$ cat config.mk
export PLATFORM = sky130hd
export DESIGN_NAME = sdram_read
export DESIGN_NICKNAME = d
export VERILOG_FILES = /design/src/rtl/sdram_read.sv
export SDC_FILE = /design/constraint.sdc
export NUM_CORES = 1
export LEC_CHECK = 0
export CAP_MARGIN = 20
export CORE_MARGIN = 2
export CORE_UTILIZATION = 30
export DETAILED_ROUTE_END_ITERATION = 12
export SLEW_MARGIN = 40
export SYNTH_ARGS = -nofsm -noshare
export SYNTH_HDL_FRONTEND = slang
export SYNTH_SLANG_ARGS = --single-unit
$ cat constraint.sdc
create_clock -name sys_clk -period 3.7 [get_ports sys_clk]
set_input_delay 0.74 -clock sys_clk [delete_from_list [all_inputs] [get_ports sys_clk]]
set_output_delay 0.74 -clock sys_clk [all_outputs]
set_load 0.005 [all_outputs]
$ cat src/rtl/sdram_read.sv
// SDRAM read-burst engine: requests the bus, sweeps ROW_NUM rows of bank 0 in 4-beat READ bursts.
// Latency: command 1 cycle after decision; data valid CAS_LAT+1 cycles after READ on read_cmd.
// Backpressure: none on data; yields the bus to refresh at burst boundaries and resumes after re-grant.
//
// Ports:
//   sys_clk, sys_rst_n          clock, asynchronous active-low reset
//   read_trig                   start pulse (IDLE only)
//   read_en                     arbiter grant (REQ only)
//   refresh_req                 refresh pending level
//   sdram_dq_in                 SDRAM data bus input
//   read_req                    bus request, high in REQ
//   read_end                    pulse on the final delivered beat
//   read_cmd, read_addr         registered {CS_n,RAS_n,CAS_n,WE_n} command and A[11:0]
//   bank_addr                   always bank 0
//   rd_data, rd_data_vld        captured read word and its qualifier
module sdram_read #(
  parameter int CAS_LAT = 3,
  parameter int T_RCD   = 2,
  parameter int T_RP    = 2,
  parameter int ROW_NUM = 2
) (
  input  logic        sys_clk,
  input  logic        sys_rst_n,
  input  logic        read_trig,
  input  logic        read_en,
  input  logic        refresh_req,
  input  logic [15:0] sdram_dq_in,
  output logic        read_req,
  output logic        read_end,
  output logic [3:0]  read_cmd,
  output logic [11:0] read_addr,
  output logic [1:0]  bank_addr,
  output logic [15:0] rd_data,
  output logic        rd_data_vld
);

  localparam logic [2:0] S_IDLE = 3'd0;
  localparam logic [2:0] S_REQ  = 3'd1;
  localparam logic [2:0] S_ACT  = 3'd2;
  localparam logic [2:0] S_RD   = 3'd3;
  localparam logic [2:0] S_PRE  = 3'd4;

  localparam logic [3:0] CMD_NOP  = 4'b0111;
  localparam logic [3:0] CMD_ACT  = 4'b0011;
  localparam logic [3:0] CMD_READ = 4'b0101;
  localparam logic [3:0] CMD_PRE  = 4'b0010;

  localparam logic [11:0] LAST_ROW = 12'(ROW_NUM - 1);
  localparam logic [8:0]  LAST_COL = 9'd508;
  localparam logic [7:0]  RCD_LAST = 8'(T_RCD - 1);
  localparam logic [7:0]  RP_LAST  = 8'(T_RP - 1);

  logic [2:0]       state_q, state_d;
  logic [11:0]      row_q, row_d;
  logic [8:0]       col_q, col_d;
  logic [1:0]       burst_q, burst_d;
  logic [7:0]       tmr_q, tmr_d;
  logic             done_q, done_d;
  logic             row_chg_q, row_chg_d;
  logic [3:0]       cmd_q, cmd_d;
  logic [11:0]      addr_q, addr_d;
  logic [CAS_LAT:0] vpipe_q, vpipe_d;   // beat-valid shift, tap at CAS_LAT
  logic [CAS_LAT:0] epipe_q, epipe_d;   // marks the final beat of the final burst
  logic [15:0]      dat_q, dat_d;
  logic             vld_q, vld_d;
  logic             end_q, end_d;

  always_comb begin
    state_d   = state_q;
    row_d     = row_q;
    col_d     = col_q;
    burst_d   = burst_q;
    tmr_d     = tmr_q;
    done_d    = done_q;
    row_chg_d = row_chg_q;
    cmd_d     = CMD_NOP;
    addr_d    = addr_q;

    // The capture pipe runs in every state so beats in flight drain through PRE.
    vpipe_d = {vpipe_q[CAS_LAT-1:0], 1'b0};
    epipe_d = {epipe_q[CAS_LAT-1:0], 1'b0};
    vld_d   = vpipe_q[CAS_LAT];
    end_d   = epipe_q[CAS_LAT];
    dat_d   = vpipe_q[CAS_LAT] ? sdram_dq_in : dat_q;

    case (state_q)
      S_IDLE: begin
        if (read_trig) begin
          state_d   = S_REQ;
          row_d     = '0;
          col_d     = '0;
          done_d    = 1'b0;
          row_chg_d = 1'b0;
        end
      end
      S_REQ: begin
        if (read_en) begin
          state_d   = S_ACT;
          tmr_d     = '0;
          row_chg_d = 1'b0;
        end
      end
      S_ACT: begin
        if (tmr_q == 8'd0) begin
          cmd_d  = CMD_ACT;
          addr_d = row_q;
        end
        if (tmr_q == RCD_LAST) begin
          state_d = S_RD;
          tmr_d   = '0;
          burst_d = '0;
        end else begin
          tmr_d = tmr_q + 8'd1;
        end
      end
      S_RD: begin
        vpipe_d[0] = 1'b1;
        burst_d    = burst_q + 2'd1;
        if (burst_q == 2'd0) begin
          cmd_d  = CMD_READ;
          addr_d = {3'b000, col_q};
        end
        // Exit decisions only at the burst boundary, so a burst always completes.
        if (burst_q == 2'd3) begin
          col_d = col_q + 9'd4;
          tmr_d = '0;
          if (row_q == LAST_ROW && col_q == LAST_COL) begin
            state_d    = S_PRE;
            done_d     = 1'b1;
            epipe_d[0] = 1'b1;
          end else if (col_q == LAST_COL) begin
            state_d   = S_PRE;
            row_d     = row_q + 12'd1;
            row_chg_d = 1'b1;
          end else if (refresh_req) begin
            state_d = S_PRE;
          end
        end
      end
      S_PRE: begin
        if (tmr_q == 8'd0) begin
          cmd_d  = CMD_PRE;
          addr_d = 12'h400;
        end
        if (tmr_q != RP_LAST) begin
          tmr_d = tmr_q + 8'd1;
        end else if (done_q) begin
          // Finished: hold in PRE until the last beat has left the pipe.
          if (vpipe_q == '0) begin
            state_d = S_IDLE;
          end
        end else if (refresh_req) begin
          state_d = S_REQ;
        end else if (row_chg_q) begin
          state_d   = S_ACT;
          tmr_d     = '0;
          row_chg_d = 1'b0;
        end
      end
      default: state_d = S_IDLE;
    endcase
  end

  always_ff @(posedge sys_clk or negedge sys_rst_n) begin
    if (!sys_rst_n) begin
      state_q   <= S_IDLE;
      row_q     <= '0;
      col_q     <= '0;
      burst_q   <= '0;
      tmr_q     <= '0;
      done_q    <= 1'b0;
      row_chg_q <= 1'b0;
      cmd_q     <= CMD_NOP;
      addr_q    <= '0;
      vpipe_q   <= '0;
      epipe_q   <= '0;
      dat_q     <= '0;
      vld_q     <= 1'b0;
      end_q     <= 1'b0;
    end else begin
      state_q   <= state_d;
      row_q     <= row_d;
      col_q     <= col_d;
      burst_q   <= burst_d;
      tmr_q     <= tmr_d;
      done_q    <= done_d;
      row_chg_q <= row_chg_d;
      cmd_q     <= cmd_d;
      addr_q    <= addr_d;
      vpipe_q   <= vpipe_d;
      epipe_q   <= epipe_d;
      dat_q     <= dat_d;
      vld_q     <= vld_d;
      end_q     <= end_d;
    end
  end

  assign read_req    = (state_q == S_REQ);
  assign read_end    = end_q;
  assign read_cmd    = cmd_q;
  assign read_addr   = addr_q;
  assign bank_addr   = 2'b00;
  assign rd_data     = dat_q;
  assign rd_data_vld = vld_q;

endmodule

# Word level (Yosys, flattened, before mapping)
# Index checks and enable logic that the tools add are counted.
# word_totals
out_inout_bits	37
register_bits	78
memories	0
latchBits	0
romBits	0
ramBits	0
wordCells	119
# op_classes
add_sub_neg	4
order_cmp	0
n_shift	0
bitwise_logic	0
div_mod_pow	0
mux	55
reduce_logical	18
eq_ne	28
multipliers	0
# ops
cell	n
12-bit two-way mux	7
8-bit two-way mux	7
3-bit two-way mux	14
12-bit case mux with 3 select lines	1
8-bit case mux with 4 select lines	1
2-bit != test, second input constant	13
12-bit case mux with 2 select lines	1
9-bit two-way mux	2
9-bit case mux with 2 select lines	1
3-bit case mux with 5 select lines	1
1-bit two-way mux	14
12-bit by 1-bit adder with 12-bit output, second input constant	1
12-bit by 1-bit == test with 1-bit output, second input constant	1
3-bit != test, second input constant	4
9-bit by 3-bit adder with 9-bit output, second input constant	1
9-bit == test, second input constant	1
3-bit case mux with 3 select lines	1
9-bit AND reduction	1
8-bit by 1-bit adder with 8-bit output, second input constant	1
8-bit by 1-bit == test with 1-bit output, second input constant	1
8-bit logical NOT	1
4-bit != test, second input constant	2
8-bit by 1-bit != test with 1-bit output, second input constant	1
4-bit AND reduction	2
21 further kinds	25

# Depth between registers and ports, before layout
# logic_depth
word_depth	5
mapped_depth	8

# Worst setup path before layout
# OpenSTA, ideal clock, no wires.
# synth_path
kind	in2reg
start	in read_trig
end	reg row_q[11]
t_required_ns	3.622
t_arrival_ns	2.084
path_stages	5
path_slack_ns	1.538
path_cell_list	or3b_4 > a2111oi_4 > nand4_1 > or3_1 > a21oi_1
# synth_via
elab_chain_cells	2
# synth_lines
item	line	rtl
start, declared	24	input logic read_trig,
2-bit != test (no source line)	--	
5-bit AND reduction (no source line)	--	
end signal, assigned	182	row_q <= row_d;
end, declared	54	logic [11:0] row_q, row_d;
# No other way between the ends.
# A chain may end at the register's enable or synchronous reset.

# Worst setup path after layout
# layout_path
start	in read_trig
end	reg row_q[8]
# The elaborated chain is that of the path after synthesis.

==> tab_implementation.tex <==
\begin{tabular}{lr}
\hline
Metric & Value \\
\hline
\multicolumn{2}{l}{\textbf{Logic synthesis}} \\
Main flop type after synthesis & sky130\_fd\_sc\_hd\_\_dfrtp\_1 \\
Cell count after synthesis & 335 \\
Cell variety after synth & between 50 and 60 \\
Synthesized area per cell & around 10 um2 \\
Fraction of synthesized cell area taken by the top area cell type & 0.5150 \\
Area contributors post-synth & sky130\_fd\_sc\_hd\_\_dfrtp\_1 52\%, sky130\_fd\_sc\_hd\_\_mux2\_2 6.1\%, sky130\_fd\_sc\_hd\_\_o21ai\_0 5.2\% \\
Async set-reset flop share out of synthesis & 1.000 \\
YS warnings & 0 \\
Sequential cell area fraction in the yosys report & 0.5376 \\
Synth Cell Area & around 3500 um2 \\
Cell type with the largest total area after synthesis & sky130\_fd\_sc\_hd\_\_dfrtp\_1 \\
Post-synth EDFFs & 0 \\
Flops \& latches, synth & between 70 and 80 \\
\multicolumn{2}{l}{\textbf{Die}} \\
Width of the die & approximately 110 um \\
I/O pin total & just under 60 \\
DIE HEIGHT & about 110 um \\
Cell Rows & 39 \\
Core region area & around 11000 um2 \\
Die footprint & $\sim$13000 um2 \\
Initial cell density of the core & 0.3064 \\
\multicolumn{2}{l}{\textbf{Power}} \\
Switching share of power & 0.3134 \\
Leakage power of the design & roughly 1.9 nW \\
Share of total power in sequential cells & 0.362 \\
Peak VDD IR & about 360 uV \\
Internal power & 0.002465 W \\
Power per standard cell area & around 800 nW/um2 \\
Combinational share of power & 0.333 \\
Total net switching power & $\sim$0.0011 W \\
Share of power burned in the clock network & 0.304 \\
\multicolumn{2}{l}{\textbf{CTS}} \\
TritonCTS clock tree & done \\
Sinks on the clock net & 75 \\
Post-CTS clock slew at the launch and capture registers of the worst setup and hold paths & 0.05 ns \\
Worst-skew pair later-pin latency & $\sim$0.33 ns \\
Level count of the clock H-tree & 3 \\
Master cell of the clock root buffer & sky130\_fd\_sc\_hd\_\_clkbuf\_16 \\
Post-CTS sizing & 0 \\
Count of hold buffers inserted by post-cts repair & 0 \\
CTS Buf Count & 9 \\
Max Root-Sink Buffers & 2 \\
Number of setup buffers added after CTS & 0 \\
\multicolumn{2}{l}{\textbf{Setup path}} \\
Arrival time worst endpoint & between 2 and 3 ns \\
Required time of the critical path & 3.95 ns \\
Startpoint Class & input port \\
Critical setup path kind & in -> reg \\
Capturing element type of the critical path & register \\
Highest net fanout along the worst path & 18 \\
\multicolumn{2}{l}{\textbf{Cells and area}} \\
Proportion of layout cells with a drive suffix above 1 & 0.1221 \\
Number of cells in the finished layout apart from fillers & around 540 \\
Signed area change from the synthesized netlist to the final layout & 30.01\% \\
Total Nets Final & 417 \\
Antenna diodes & 0 \\
Number of inserted filler cells in the final layout & roughly 1100 \\
\multicolumn{2}{l}{\textbf{Timing}} \\
Count of endpoints failing hold in the final timing report & 0 \\
Setup Skew & 0.005812 ns \\
Pin slew with the least headroom to its limit & about 0.69 ns \\
Maximum clock frequency & 383.4 MHz \\
RSZ-0062 raised after global routing & false \\
Relative slew slack & 0.5398 \\
Number of setup violations in the final report & 0 \\
Slew Viols, Final & 0 \\
Fin crit period & between 2 and 3 ns \\
Post-Route Setup TNS & 0 ns \\
Fraction of the cycle the final worst path needs & 0.7049 \\
\multicolumn{2}{l}{\textbf{Routing}} \\
Final routed DRC violation total & 0 \\
Total wirelength of the detailed-routed design & 7838 um \\
Number of nets with antenna violations after routing & 0 \\
Number of iterations in the first detailed-routing pass & 4 \\
Total via count after detailed routing & 2769 \\
Iteration-0 DRC count of the detailed router & just over 200 \\
Average routed wire per standard cell & between 10 and 15 um \\
Via/cell ratio & about 5.2 \\
\multicolumn{2}{l}{\textbf{Run}} \\
Number of max-capacitance violations reported & 0 \\
\multicolumn{2}{l}{\textbf{Placed design}} \\
I/O Buffers & between 50 and 60 \\
Final HPWL DP & between 5000 and 6000 um \\
Routability congestion estimate & about 0.83 \\
Number of instances in the placed design & 520 \\
\multicolumn{2}{l}{\textbf{Global route}} \\
Antenna violations before repair & 0 \\
Via count of the first global-routing pass & around 2700 \\
First-pass GRT wire length & $\sim$13000 um \\
Total GRT Usage & 0.1295 \\
Largest net degree at the start of global routing & 76 \\
Global-route congestion overflow total & 0 \\
\multicolumn{2}{l}{\textbf{Outcome}} \\
Result of the run & finished clean \\
\multicolumn{2}{l}{\textbf{Min path}} \\
Worst hold-check path type & reg -> reg \\
\hline
\end{tabular}
## worst max-delay path: stages
cell,delay (ns)
sky130_fd_sc_hd__clkdlybuf4s50_1,0.50
sky130_fd_sc_hd__or3b_4,0.43
sky130_fd_sc_hd__a21oi_2,0.23
sky130_fd_sc_hd__a31oi_2,0.31
sky130_fd_sc_hd__or4_1,0.49
sky130_fd_sc_hd__a21oi_1,0.16
## through the flow
stage / worst slack (ns) / hold slack, ns / instance area [um2] / util / total power (W)
after detailed placement: 0.7566 / 0.3365 / 4172 / 0.3653 / 0.002528
after global routing: 0.9674 / 0.3524 / 4548 / 0.3983 / 0.003814
after floorplan: 1.538 / 0.3312 / 3506 / - / 0.001977
after CTS: 1.072 / 0.3489 / 4548 / 0.3983 / 0.003627
after global placement: 0.6761 / 0.3322 / 4161 / 0.3645 / 0.002484
final: 1.092 / 0.3469 / 4548 / 0.3983 / 0.003590
## registers in the layout, summed over array words and instances, names as in the netlist
register	cells
rd_data_vld	1
rd_data	16
row_q	12
row_chg_q	1
read_end	1
tmr_q	8
read_cmd	3
burst_q	2
col_q	7
epipe_q	4
read_addr	12
state_q	3
done_q	1
vpipe_q	4
## routing by layer
layer / GRT usage / vias up / share of wire
met2: 0.2129 / 73 / 0.48
met1: 0.1663 / 1355 / 0.45
met3: 0.03048 / 14 / 0.045
li1: - / 1327 / -
met4: 0.05041 / 0 / 0.021
met5: 0 / - / 0
## cell usage after synthesis (2+ instances only)
| cell | count |
|---|---|
| sky130_fd_sc_hd__dfrtp_1 | 72 |
| sky130_fd_sc_hd__nand2_1 | 38 |
| sky130_fd_sc_hd__o21ai_0 | 36 |
| sky130_fd_sc_hd__nand3_1 | 20 |
| sky130_fd_sc_hd__mux2_2 | 19 |
| sky130_fd_sc_hd__a21oi_1 | 17 |
| sky130_fd_sc_hd__nor2_1 | 13 |
| sky130_fd_sc_hd__inv_1 | 10 |
| sky130_fd_sc_hd__or3_1 | 9 |
| sky130_fd_sc_hd__clkbuf_1 | 8 |
| sky130_fd_sc_hd__ha_1 | 8 |
| sky130_fd_sc_hd__o31ai_1 | 8 |
| sky130_fd_sc_hd__a22oi_1 | 6 |
| sky130_fd_sc_hd__and3_1 | 6 |
| sky130_fd_sc_hd__buf_2 | 5 |
| sky130_fd_sc_hd__a31oi_1 | 4 |
| sky130_fd_sc_hd__a22o_1 | 3 |
| sky130_fd_sc_hd__buf_4 | 3 |
| sky130_fd_sc_hd__dfstp_2 | 3 |
| sky130_fd_sc_hd__nand2b_1 | 3 |
| sky130_fd_sc_hd__nand4_1 | 3 |
| sky130_fd_sc_hd__nor3_1 | 3 |
| sky130_fd_sc_hd__nor3b_1 | 3 |
| sky130_fd_sc_hd__nor4_1 | 3 |
| sky130_fd_sc_hd__or4_1 | 3 |
| sky130_fd_sc_hd__a211o_1 | 2 |
| sky130_fd_sc_hd__a21o_1 | 2 |
| sky130_fd_sc_hd__o32a_1 | 2 |
## layout make-up
type	count	area [um2]	share of cell area
multi-input combinational	234	1509	0.3318
clock inverter	4	120.1	0.02641
tap	143	178.9	0.03934
timing repair buffer	57	561.8	0.1235
clock buffer	12	256.5	0.05640
sequential	75	1881	0.4135
inverter	11	41.29	0.009078
## power by group through the flow
stage | clock, W | sequential, W | combinational [W]
6_report | 0.00109 | 0.00130 | 0.00120
5_1_grt | 0.00114 | 0.00134 | 0.00133
4_1_cts | 0.00111 | 0.00130 | 0.00121
3_5_place_dp | 0 | 0.00132 | 0.00121
3_3_place_gp | 0 | 0.00130 | 0.00118
2_1_floorplan | 0 | 0.00123 | 0.000749
## layout by cell type, fill, tap and decap left out, types with 9 or more instances in the layout
master / netlist / layout
sky130_fd_sc_hd__clkbuf_16: 0 / 9
sky130_fd_sc_hd__nor2_1: 13 / 13
sky130_fd_sc_hd__a21oi_1: 17 / 17
sky130_fd_sc_hd__or3_1: 9 / 9
sky130_fd_sc_hd__dfrtp_1: 72 / 72
sky130_fd_sc_hd__o21ai_0: 36 / 36
sky130_fd_sc_hd__nand2_1: 38 / 38
sky130_fd_sc_hd__nand3_1: 20 / 20
sky130_fd_sc_hd__inv_1: 10 / 10
sky130_fd_sc_hd__clkdlybuf4s50_1: 0 / 53
sky130_fd_sc_hd__mux2_2: 19 / 19
## logic make-up (layout without fill, tap and decap cells)
kind of cell    after synthesis  count (layout)  synth area share
fa+ha+maj                     8               8           0.02861
flops                        75              75            0.5376
compound gates               91              91            0.1713
buf+inv                      28              84           0.03505
other cells                   1               3          0.001072
xor+xnor                      2               2          0.005008
mux                          20              20           0.06402
simple gates                110             110            0.1574
## path summary, 6_finish.rpt
check / startpoint / to / slack, ns / cells past startpoint
hold reg to reg: epipe_q[3] / read_end / 0.35 / 0
hold / removal: epipe_q[3] / read_end / 0.35 / 0
setup reg to reg: state_q[2] / read_addr[7] / 1.19 / 6
setup / recovery: read_trig / row_q[8] / 1.09 / 6
min in group asynchronous: sys_rst_n / rd_data[13] / 0.51 / 2
max in group asynchronous: sys_rst_n / col_q[3] / 2.70 / 2
Power figures use the tool's default switching activity.
==> RTL edit (same flow settings) <==
Take the reset off `addr_q` and `dat_q` and load them in a clocked block of their own.
--- a/src/rtl/sdram_read.sv
+++ b/src/rtl/sdram_read.sv
@@ -171,10 +171,8 @@
       done_q    <= 1'b0;
       row_chg_q <= 1'b0;
       cmd_q     <= CMD_NOP;
-      addr_q    <= '0;
       vpipe_q   <= '0;
       epipe_q   <= '0;
-      dat_q     <= '0;
       vld_q     <= 1'b0;
       end_q     <= 1'b0;
     end else begin
@@ -186,13 +184,16 @@
       done_q    <= done_d;
       row_chg_q <= row_chg_d;
       cmd_q     <= cmd_d;
-      addr_q    <= addr_d;
       vpipe_q   <= vpipe_d;
       epipe_q   <= epipe_d;
-      dat_q     <= dat_d;
       vld_q     <= vld_d;
       end_q     <= end_d;
     end
+  end
+
+  always_ff @(posedge sys_clk) begin
+    addr_q <= addr_d;
+    dat_q  <= dat_d;
   end
 
   assign read_req    = (state_q == S_REQ);
Formal check against the unedited RTL: differs if sys_rst_n is asserted again (counterexample within 10 cycles, from zero or initial values and one cycle with sys_rst_n low); with sys_rst_n held inactive, the same outputs for 10 cycles.
==> RTL edit against the unedited design <==
Sequential share of layout area increased by 4.3 points. Area after synthesis decreased by 1.3%. Power decreased by 10%. Wire length decreased by 8.7%. Final area decreased by 2.7%. Critical path depth decreased by 4. Sequential cell count unchanged. Combinational power decreased by 20%. Count of clock-buffer cells in the layout decreased by 2. Setup slack got worse by 0.13 ns. Critical endpoint is now read_req. Highest routed layer unchanged.
==> RTL edit: results <==
set metrics [dict create \
    nFillCells 1115 \
    synth_fa_ha_area_share_pct 2.90 \
    slowest_delay_ns 0.68 \
    synth_top_cells_by_count "dfrtp_1, nand2_1, o21ai_0, edfxtp_1, nor2_1" \
    worst_pin_slew_ns 0.676 \
    yosysSeqAreaShare_pct 58.5 \
    drtPass1Iterations 5 \
    synthArstFlopShare_pct 62.7 \
    dp_slack_ns 0.897 \
    gp_congestion 0.797 \
    finClkSkew_ns 0.00598 \
    status "finished clean" \
    synth.mux.area_fraction_pct 2.03 \
    route.detailed.wl_per_inst_um 14.1 \
    synth_edf_count 28 \
    placed_cell_area_sq_um 4100 \
    ys_top_cells_by_area "dfrtp_1, edfxtp_1, o21ai_0" \
    final_nets 388 \
    grt_use_met1_pct 16.1 \
    stdcell_count 507 \
    grt_pass1_wl_mm 12.1 \
    hold_path_end "epipe_q[1]$_DFF_PN0_" \
    hold_ws_ns 0.348 \
    synth_compound_area_share_pct 13.3 \
    cp_slowest_cell "dfrtp_1" \
    met3WireLength_um 336 \
    dp.cells 491 \
    synth-xor-area-share_pct 0.761 \
    drtIter0Drc 143 \
    ys_types 61 \
    vias_per_cell 5.01 \
    grt_pass1_vias 2397 \
    min_from "epipe_q[0]$_DFF_PN0_" \
    ff2ff_setup_slack_ns 1.49 \
    wl_met2_mm 3.43 \
    reg2reg_to "row_q[7]$_DFFE_PN0P_" \
    dpl.hpwl_mm 4.97 \
]
RTL edit: cell count changes in the layout (fill, tap and decap cells not counted), sizes merged, moves of 6 or more:
| cell | change |
|---|---|
| dfrtp | -28 |
| edfxtp | +28 |
| mux2 | -17 |
| a21oi | -11 |
| nand3 | -7 |
| nor2 | +7 |
| o21ai | -7 |
| or3 | -7 |
| a22oi | -6 |
RTL edit: final cells by class:
| cell class | count | area, sq um | area share (%) |
|---|---|---|---|
| Clock inverter | 6 | 76.3 | 1.73 |
| Multi-Input combinational cell | 207 | 1300 | 29.5 |
| Tap cell | 143 | 179 | 4.04 |
| Inverter | 9 | 33.8 | 0.764 |
| Clock buffer | 10 | 250 | 5.66 |
| Timing Repair Buffer | 57 | 561 | 12.7 |
| Sequential cell | 75 | 2020 | 45.7 |
RTL edit: where the power goes:
part           switching (mW)  internal (mW)
sequential              0.205           1.13
combinational           0.467          0.492
clock                   0.361          0.576
total                    1.03           2.20
